[config.mk]
export PLATFORM = sky130hd
export DESIGN_NAME = bram_pixel_fetch
export DESIGN_NICKNAME = d
export VERILOG_FILES = /design/src/rtl/bram_pixel_fetch.sv
export SDC_FILE = /design/constraint.sdc
export NUM_CORES = 1
export LEC_CHECK = 0
export CORE_MARGIN = 4
export CORE_UTILIZATION = 57
export CTS_CLUSTER_SIZE = 16
export DETAILED_ROUTE_END_ITERATION = 7
export PLACE_DENSITY = 0.83
export SKIP_CTS_REPAIR_TIMING = 1
export SKIP_LAST_GASP = 1
export SLEW_MARGIN = 10
export SYNTH_ARGS = -nofsm -noshare
export SYNTH_HDL_FRONTEND = slang
export SYNTH_SLANG_ARGS = --single-unit
[constraint.sdc]
create_clock -name clk -period 4.8 [get_ports clk]
set_clock_uncertainty 0.2 [all_clocks]
set_input_delay 0.48 -clock clk [delete_from_list [all_inputs] [get_ports clk]]
set_output_delay 0.48 -clock clk [all_outputs]
set_load 0.02 [all_outputs]
[src/rtl/bram_pixel_fetch.sv]
// bram_pixel_fetch
//   Raster read engine feeding the deskew compute stage. Walks a rectangular
//   pixel window (base, width, height, line stride), issues one-cycle read
//   strobes to the BRAM port-B interface controller, captures the returned
//   bytes into a small output FIFO and delivers them as a valid/ready stream
//   tagged with end-of-row (pix_last) and end-of-frame (pix_eof).
//
//   Handshake: a pixel transfers on a cycle where pix_valid && pix_ready are
//   both high; pix_valid never depends on pix_ready, and the pixel and tags
//   hold steady while pix_valid is high and pix_ready is low.
//
//   Ports
//     clk, rst_n               clock, asynchronous active-low reset
//     start, abort             frame request pulse / synchronous cancel
//     cfg_base/width/height/stride  window description, latched on start
//     busy, done, oob_err      status (done is a one-cycle pulse)
//     mem_en, mem_wr, mem_addr read request to the interface controller
//     mem_rdata, mem_rdata_rdy returned pixel, one cycle after mem_en
//     pix_data/last/eof/valid, pix_ready  output pixel stream
//
//   Optional feature macro: BRAM_FETCH_BOUNDS_CHECK_EN
//     When defined, addresses >= MEM_DEPTH are not read; FILL_VAL is
//     substituted in order and oob_err latches until the next start.
module bram_pixel_fetch #(
  parameter int ADDR_W     = 17,
  parameter int DATA_W     = 8,
  parameter int DIM_W      = 10,
  parameter int FIFO_DEPTH = 4,
  parameter int MEM_DEPTH  = 76800,
  parameter logic [DATA_W-1:0] FILL_VAL = 8'h00
) (
  input  logic              clk,
  input  logic              rst_n,
  input  logic              start,
  input  logic              abort,
  input  logic [ADDR_W-1:0] cfg_base,
  input  logic [DIM_W-1:0]  cfg_width,
  input  logic [DIM_W-1:0]  cfg_height,
  input  logic [ADDR_W-1:0] cfg_stride,
  output logic              busy,
  output logic              done,
  output logic              oob_err,
  output logic              mem_en,
  output logic              mem_wr,
  output logic [ADDR_W-1:0] mem_addr,
  input  logic [DATA_W-1:0] mem_rdata,
  input  logic              mem_rdata_rdy,
  output logic [DATA_W-1:0] pix_data,
  output logic              pix_last,
  output logic              pix_eof,
  output logic              pix_valid,
  input  logic              pix_ready
);

  localparam int PTR_W = $clog2(FIFO_DEPTH);
  localparam int CNT_W = PTR_W + 1;

  typedef enum logic [1:0] {S_IDLE, S_FETCH, S_DRAIN, S_DONE} state_t;

  state_t              state_q, state_d;
  logic [ADDR_W-1:0]   row_base_q, row_base_d, stride_q, stride_d;
  logic [DIM_W-1:0]    width_q, width_d, height_q, height_d;
  logic [DIM_W-1:0]    col_q, col_d, row_q, row_d;
  logic [CNT_W-1:0]    count_q, count_d, inflight_q, inflight_d;
  logic [PTR_W-1:0]    wr_ptr_q, wr_ptr_d, rd_ptr_q, rd_ptr_d;
  logic                ret_last_q, ret_last_d, ret_eof_q, ret_eof_d;
  logic [DATA_W+1:0]   fifo_mem_q [FIFO_DEPTH];  // {eof, last, data}

  logic [ADDR_W-1:0]   addr;
  logic                addr_oob, credit_ok, issue, col_last, row_last;
  logic                ret, push, pop;
  logic [DATA_W-1:0]   push_data;
  logic [DATA_W+1:0]   head;

`ifdef BRAM_FETCH_BOUNDS_CHECK_EN
  // An out-of-range slot is answered locally one cycle after issue, in the
  // same slot a real read would have returned, so ordering is preserved.
  logic fill_q, fill_d, oob_err_q, oob_err_d;
  assign addr_oob  = {1'b0, addr} >= (ADDR_W+1)'(MEM_DEPTH);
  assign ret       = mem_rdata_rdy | fill_q;
  assign push_data = fill_q ? FILL_VAL : mem_rdata;
  assign oob_err   = oob_err_q;
`else
  logic unused_params;
  assign unused_params = ^{FILL_VAL, MEM_DEPTH[0]};
  assign addr_oob  = 1'b0;
  assign ret       = mem_rdata_rdy;
  assign push_data = mem_rdata;
  assign oob_err   = 1'b0;
`endif

  assign addr      = row_base_q + ADDR_W'(col_q);
  // Credit covers both buffered pixels and reads still in flight.
  assign credit_ok = ({1'b0, count_q} + {1'b0, inflight_q}) < (CNT_W+1)'(FIFO_DEPTH);
  assign issue     = (state_q == S_FETCH) && credit_ok;
  assign col_last  = (col_q == width_q - DIM_W'(1));
  assign row_last  = (row_q == height_q - DIM_W'(1));
  // Returns while IDLE belong to an aborted frame and are dropped.
  assign push      = (state_q != S_IDLE) && ret;
  assign pop       = pix_valid && pix_ready;

  assign mem_en    = issue && !addr_oob;
  assign mem_wr    = 1'b0;
  assign mem_addr  = addr;
  assign busy      = (state_q != S_IDLE);
  assign done      = (state_q == S_DONE);
  assign pix_valid = (count_q != '0);
  assign head      = fifo_mem_q[rd_ptr_q];
  assign pix_data  = pix_valid ? head[DATA_W-1:0] : '0;
  assign pix_last  = pix_valid & head[DATA_W];
  assign pix_eof   = pix_valid & head[DATA_W+1];

  always_comb begin
    state_d    = state_q;
    row_base_d = row_base_q;
    stride_d   = stride_q;
    width_d    = width_q;
    height_d   = height_q;
    col_d      = col_q;
    row_d      = row_q;
    count_d    = count_q + CNT_W'(push) - CNT_W'(pop);
    wr_ptr_d   = wr_ptr_q + PTR_W'(push);
    rd_ptr_d   = rd_ptr_q + PTR_W'(pop);
    inflight_d = inflight_q + CNT_W'(issue) - CNT_W'(push);
    ret_last_d = col_last;
    ret_eof_d  = col_last && row_last;
`ifdef BRAM_FETCH_BOUNDS_CHECK_EN
    fill_d     = issue && addr_oob;
    oob_err_d  = oob_err_q | (issue && addr_oob);
`endif
    if (abort) begin
      state_d    = S_IDLE;
      count_d    = '0;
      wr_ptr_d   = '0;
      rd_ptr_d   = '0;
      inflight_d = '0;
`ifdef BRAM_FETCH_BOUNDS_CHECK_EN
      fill_d     = 1'b0;
`endif
    end else begin
      case (state_q)
        S_IDLE: begin
          inflight_d = '0;
          if (start) begin
            row_base_d = cfg_base;
            stride_d   = cfg_stride;
            width_d    = cfg_width;
            height_d   = cfg_height;
            col_d      = '0;
            row_d      = '0;
`ifdef BRAM_FETCH_BOUNDS_CHECK_EN
            oob_err_d  = 1'b0;
`endif
            state_d = ((cfg_width == '0) || (cfg_height == '0)) ? S_DONE : S_FETCH;
          end
        end
        S_FETCH: begin
          if (issue) begin
            if (col_last) begin
              col_d      = '0;
              row_base_d = row_base_q + stride_q;
              row_d      = row_q + DIM_W'(1);
              if (row_last) state_d = S_DRAIN;
            end else begin
              col_d = col_q + DIM_W'(1);
            end
          end
        end
        // Next-cycle counts are used so done follows the final pop directly.
        S_DRAIN: if ((count_d == '0) && (inflight_d == '0)) state_d = S_DONE;
        S_DONE:  state_d = S_IDLE;
        default: state_d = S_IDLE;
      endcase
    end
  end

  always_ff @(posedge clk or negedge rst_n) begin
    if (!rst_n) begin
      state_q    <= S_IDLE;
      row_base_q <= '0;
      stride_q   <= '0;
      width_q    <= '0;
      height_q   <= '0;
      col_q      <= '0;
      row_q      <= '0;
      count_q    <= '0;
      inflight_q <= '0;
      wr_ptr_q   <= '0;
      rd_ptr_q   <= '0;
      ret_last_q <= 1'b0;
      ret_eof_q  <= 1'b0;
`ifdef BRAM_FETCH_BOUNDS_CHECK_EN
      fill_q     <= 1'b0;
      oob_err_q  <= 1'b0;
`endif
      for (int i = 0; i < FIFO_DEPTH; i++) fifo_mem_q[i] <= '0;
    end else begin
      state_q    <= state_d;
      row_base_q <= row_base_d;
      stride_q   <= stride_d;
      width_q    <= width_d;
      height_q   <= height_d;
      col_q      <= col_d;
      row_q      <= row_d;
      count_q    <= count_d;
      inflight_q <= inflight_d;
      wr_ptr_q   <= wr_ptr_d;
      rd_ptr_q   <= rd_ptr_d;
      ret_last_q <= ret_last_d;
      ret_eof_q  <= ret_eof_d;
`ifdef BRAM_FETCH_BOUNDS_CHECK_EN
      fill_q     <= fill_d;
      oob_err_q  <= oob_err_d;
`endif
      if (push) fifo_mem_q[wr_ptr_q] <= {ret_eof_q, ret_last_q, push_data};
    end
  end

  // Credit accounting makes a push into a full FIFO impossible.
  push_not_full_a: assert property (@(posedge clk) disable iff (!rst_n)
    !(push && (count_q == CNT_W'(FIFO_DEPTH))));

endmodule

=== After elaboration in Yosys (flattened, before gate mapping) ===
Index checks and enable logic that the tools add are counted.

* $add $sub $neg: 13
* Multiply operators: 0
* Divide/modulo/power cells: 0
* Magnitude comparators: 4
* Equality and inequality tests: 13
* Shifts and indexed selects: 0
* Multiplexer cells: 31
* Bitwise logic cells: 5
* Reduce and logical (&&, ||, !) cells: 19

{| class="wikitable"
|+ Operator list
! operator !! number
|-
| 10-bit 2-to-1 mux || 8
|-
| 17-bit 2-to-1 mux || 3
|-
| 40-bit bitwise mux || 1
|-
| 10-bit one-hot mux with 2 select lines || 2
|-
| 17-bit one-hot mux with 2 select lines || 1
|-
| 10-bit by 1-bit adder with 10-bit output, second input constant || 2
|-
| 10-bit binary-select mux with 2-bit select || 1
|-
| 10-bit demux with 2-bit select || 1
|-
| 10-bit equality test || 2
|-
| 10-bit zero test || 2
|-
| 10-bit by 1-bit subtractor with 10-bit output, second input constant || 2
|-
| 2-bit 2-to-1 mux || 9
|-
| 17-bit by 10-bit adder with 17-bit output || 1
|-
| 17-bit adder || 1
|-
| 3-bit != test, second input constant || 5
|-
| 5-bit AND reduction || 2
|-
| 3-bit 2-to-1 mux || 3
|-
| 8-bit 2-to-1 mux || 1
|-
| 2-bit one-hot mux with 4 select lines || 1
|-
| 3-bit by 1-bit adder with 3-bit output || 2
|-
| 3-bit >= comparator, second input constant || 2
|-
| 1-bit logical AND || 6
|-
| 3-bit zero test || 2
|-
| 2-bit != test, second input constant || 3
|-
| other kinds (16) || 22
|}

* Register bits: 128
* Latch bits: 0
* RAM bits: 0
* ROM bits: 0
* Input port bits: 68
* Memories kept: 0

=== Longest topological paths before layout ===
* Depth in word-level cells: 10
* Mapped depth: 17
* Depth with buffers taken out: 17

=== Least setup slack after synthesis ===
No wires, ideal clock.

* Kind: register to register
* Start point: register state_q[1]
* End point: register state_q[0]
* Library setup time: 0.069 ns
* Data arrival time: 3.449 ns
* Required time: 4.531 ns
* Setup slack: 1.081 ns
* Stages on the path, launching flop included: 17
* Path buffers: 2
* Cells stage by stage: dfrtp_1 inv_1 ha_1 clkbuf_1 inv_1 clkbuf_1 nor2_1 ha_1 inv_1 fa_1 xor2_1 xnor2_1 nand3_1 o2bb2ai_1 or3_1 or3_1 nand3_1

* Longest elaborated chain between the ends: 8
* Elaborated cells between the ends (all ways): 22

{| class="wikitable"
|+ Ends and longest elaborated chain
! item !! line !! RTL
|-
| start: declaration || 60 || <nowiki>state_t state_q, state_d;</nowiki>
|-
| start signal: assignment || 198 || <nowiki>state_q <= state_d;</nowiki>
|-
| 2-bit by 1-bit equality test with 1-bit output (*) || 95 || <nowiki>assign issue = (state_q == S_FETCH) && credit_ok;</nowiki>
|-
| 1-bit logical AND (*) || 95 ||
|-
| named net mem_en || 43 || <nowiki>output logic mem_en,</nowiki>
|-
| 3-bit by 1-bit adder with 3-bit output || 124 || <nowiki>inflight_d = inflight_q + CNT_W'(issue) - CNT_W'(push);</nowiki>
|-
| 3-bit by 1-bit subtractor with 3-bit output || 124 ||
|-
| 3-bit zero test || 170 || <nowiki>S_DRAIN: if ((count_d == '0) && (inflight_d == '0)) state_d = S_DONE;</nowiki>
|-
| 1-bit logical AND || 170 ||
|-
| 3-bit != test (no line) || n/a ||
|-
| 5-bit AND reduction (no line) (*) || n/a ||
|}

Mark *: on every way through the listed nets, which the timed path passes. The rest lies on a longest branch.
A chain may end at the register's enable or synchronous reset.

=== Final worst setup path ===
* Start point: register col_q[1]
* End point: output mem_addr[11]

* Longest elaborated chain between the ends: 1

{| class="wikitable"
|+ Ends and longest elaborated chain
! item !! line !! RTL
|-
| start: declaration || 63 || <nowiki>logic [DIM_W-1:0] col_q, col_d, row_q, row_d;</nowiki>
|-
| start signal: assignment || 203 || <nowiki>col_q <= col_d;</nowiki>
|-
| 17-bit by 10-bit adder with 17-bit output || 92 || <nowiki>assign addr = row_base_q + ADDR_W'(col_q);</nowiki>
|-
| end: declaration || 45 || <nowiki>output logic [ADDR_W-1:0] mem_addr,</nowiki>
|}

Every way passes these cells.

==> flow_metrics.py <==
metrics = {
    "critical_path": {
        "crit_type": "flip-flop to output pin",
        "path_cells": "ha_1 > a21o_1 > a21oi_1 > o21a_1 > o21ai_0 > a41oi_1 > or4b_2 > nand4b_1 > clkdlybuf4s50_1",
        "startpoint": "col_q[1]$_DFFE_PN0P_",
        "crit_buf_inv": 1,
        "cp_top_family": "compound AO/OA/AOI/OAI gates",
        "cp-start-kind": "flip-flop",
        "crit_path_end_kind": "output pin",
        "cpPeakStageDelay_ns": 0.72,
        "r2r_start": "state_q[0]$_DFFE_PN0P_",
        "critPathArrivalTime_ns": 3.74,
        "crit_required_ns": 4.12,
        "crit_fanout": 8,
        "worst_path_max_delay_cell": "or4b_2",
    },
    "drt": {
        "detail-route-antenna-nets": 0,
        "drt_iter0_markers": 430,
        "wirelength_um": 19140,
        "drt_first_pass_iters": 8,
        "wl_per_cell_um": 18.02,
        "viasPerCell": 6.037,
        "via_count": 6411,
        "route.detailed.drc": 0,
    },
    "yosys": {
        "synth_area_um2": 7978,
        "synthArstFlopShare_pct": 100.0,
        "synth-edff-count": 0,
        "yosys_warnings": 0,
        "synth_cells": 775,
        "ys_ff_latch": 128,
        "avgSynthCellArea_um2": 10.29,
        "yosysSeqAreaShare_pct": 40.15,
        "synth.distinct_cells": 65,
        "ys.flop_type": "dfrtp_1",
    },
    "grt": {
        "grt_overflow": 0,
        "grt_max_degree": 55,
        "grt_pass1_vias": 6617,
        "grtUsageTotal_pct": 24.45,
        "antenna_found_initial": 0,
        "grt_pass1_wl_um": 31760,
    },
    "timing": {
        "setup_ws_ns": 0.3762,
        "tns_ns": 0,
        "hold_violations": 0,
        "rsz0062_at_grt": "false",
        "maxSlewHeadroom_pct": 28.27,
        "holdWs_ns": 0.3019,
        "min_period_over_period_pct": 92.16,
        "tightest_slew_ns": 1.072,
        "min_period_ns": 4.424,
        "setup_viol": 0,
        "slew_viol_final": 0,
        "fmax_ghz": 0.2261,
    },
    "finish": {
        "final_area_um2": 9721,
        "fin_cells": 1062,
        "final_cell_mix": "128 x dfrtp_1, 97 x clkdlybuf4s50_1, 79 x mux2_2",
        "seq_area_um2": 3203,
        "area_growth_pct": 21.85,
        "nets": 987,
        "multi_input_area_um2": 4543,
        "diodes": 0,
        "num-fill-cells": 964,
        "layout-drive-gt1-share_pct": 15.69,
        "fin_util_pct": 72.26,
        "final_common_cell": "dfrtp_1",
    },
    "clock_network": {
        "cts_tree": "built",
        "clkSlewWorstSetupHoldPaths_ns": 0.06,
        "cts.sinks": 128,
        "numCtsBuffers": 17,
        "cts-root-buf": "clkbuf_16",
        "htree_num_levels": 4,
        "cts_buffer_depth": 2,
        "clock_latency_ns": 0.42,
    },
    "floorplan": {
        "rows": 42,
        "io_pins": 101,
        "start_util_pct": 59.30,
        "die_x_um": 126.3,
        "die_h_um": 126.3,
        "coreArea_um2": 13450,
        "design.die.area_um2": 15950,
    },
    "power": {
        "swShare_pct": 40.14,
        "p_per_area_nw_per_um2": 655.2,
        "power.share.clock_pct": 20.0,
        "internal_power_mw": 3.812,
        "peakVddDrop_uv": 549.5,
        "power_frac_seq_pct": 29.9,
        "p_switching_mw": 2.557,
        "pwr-share-comb_pct": 50.1,
        "power_leakage_nw": 4.176,
        "total_power_mw": 6.369,
    },
    "outcome": {
        "outcome": "completed",
    },
    "placement": {
        "pre_cts_slack_ns": 0.9218,
        "portBuffers": 98,
        "dpl-instance-area_um2": 9129,
        "place_hpwl_um": 13830,
        "placed_cells": 1029,
        "gp_congestion": 0.9094,
    },
    "job": {
        "maxCapViolCount": 0,
    },
    "hold_path": {
        "min_from": "fifo_mem_q[14]$_DFFE_PN0P_",
        "hold_path_class": "flip-flop to flip-flop",
    },
}
==> sequential cells by signal, indices dropped and copies added (netlist names) <==
register / count
height_q: 10
row_q: 10
ret_last_q: 1
width_q: 10
count_q: 3
col_q: 10
stride_q: 17
ret_eof_q: 1
rd_ptr_q: 2
wr_ptr_q: 2
inflight_q: 3
fifo_mem_q: 40
row_base_q: 17
state_q: 2
==> cell families after synthesis <==
logic type | share of synthesized area [%]
buffers and inverters | 3.121
XOR/XNOR | 6.038
AND/OR/NAND/NOR | 16.59
adder cells (fa/ha/maj) | 7.591
multiplexers | 15.73
flip-flops | 40.15
other | 0.04701
AO/OA/AOI/OAI | 10.73
==> worst register-to-register path: stages, from the launching register on <==
cell and delay, ns:
dfrtp_1 0.42, inv_1 0.13, ha_1 0.32, inv_1 0.15, nand2_1 0.14, inv_1 0.12, ha_1 0.28, inv_1 0.05
ha_1 0.13, inv_1 0.05, fa_1 0.38, xor2_1 0.16, xnor2_1 0.22, nand3_1 0.12, o2bb2ai_1 0.24, or3_1 0.35
or3_1 0.32, nand3_1 0.09
==> metal layers <==
| layer | vias to the layer above | GRT usage (%) | wire length (um) |
|---|---|---|---|
| met5 | - | 0 | 0 |
| met4 | 0 | 8.833 | 447 |
| met3 | 38 | 5.422 | 1031 |
| met2 | 200 | 41.13 | 9344 |
| met1 | 3155 | 31.25 | 8315 |
| li1 | 3018 | - | - |
==> power by group through the flow <==
stage               sequential, mW  clock (mW)  combinational, mW
CTS                           1.90        1.28               3.19
global route                  1.96        1.34               3.51
detailed placement            1.91           0               3.14
floorplan                     1.74           0               2.36
global placement              1.88           0               2.99
finish                        1.91        1.27               3.19
==> final timing paths <==
| kind | end | slack, ns | depth (start not counted) |
|---|---|---|---|
| setup / recovery | mem_addr[11] | 0.38 | 9 |
| hold / removal | fifo_mem_q[14]$_DFFE_PN0P_ | 0.30 | 1 |
| setup reg to reg | state_q[0]$_DFFE_PN0P_ | 0.85 | 17 |
| hold reg to reg | fifo_mem_q[14]$_DFFE_PN0P_ | 0.30 | 1 |
| max in group asynchronous | row_q[0]$_DFFE_PN0P_ | 3.05 | 3 |
| min in group asynchronous | row_base_q[10]$_DFFE_PN0P_ | 0.32 | 2 |
==> cell type report <==
class                   count  area share [%]
inverters                  33           1.274
clock inverters            12           1.390
multi-input cells         586           46.74
clock buffers              20           4.595
repair buffers            107           10.79
flip-flops and latches    128           32.95
well taps                 176           2.265
==> Yosys cell counts (all sizes together), types with 5 or more instances <==
master | number | share of area [%]
and3 | 5 | 0.39
xnor2 | 41 | 4.5
nor3 | 14 | 0.94
and2 | 12 | 0.94
o21a | 6 | 0.56
or2 | 5 | 0.39
a211oi | 6 | 0.56
nand3b | 8 | 0.75
nand3 | 24 | 1.5
or4 | 8 | 0.80
nand2b | 8 | 0.63
nor2 | 44 | 2.1
buf | 9 | 0.63
clkbuf | 20 | 0.94
mux2 | 79 | 11
mux2i | 14 | 1.8
o21ai | 36 | 2.3
a31oi | 6 | 0.55
nand4 | 5 | 0.39
xor2 | 14 | 1.5
nor4 | 10 | 0.78
dfrtp | 128 | 40
o211ai | 8 | 0.75
inv | 33 | 1.6
a21oi | 30 | 1.9
nor3b | 7 | 0.66
nor2b | 24 | 1.9
or3 | 10 | 0.78
nand2 | 54 | 2.5
ha | 42 | 6.6
mux4 | 10 | 2.8
Power figures use the tool's default switching activity.
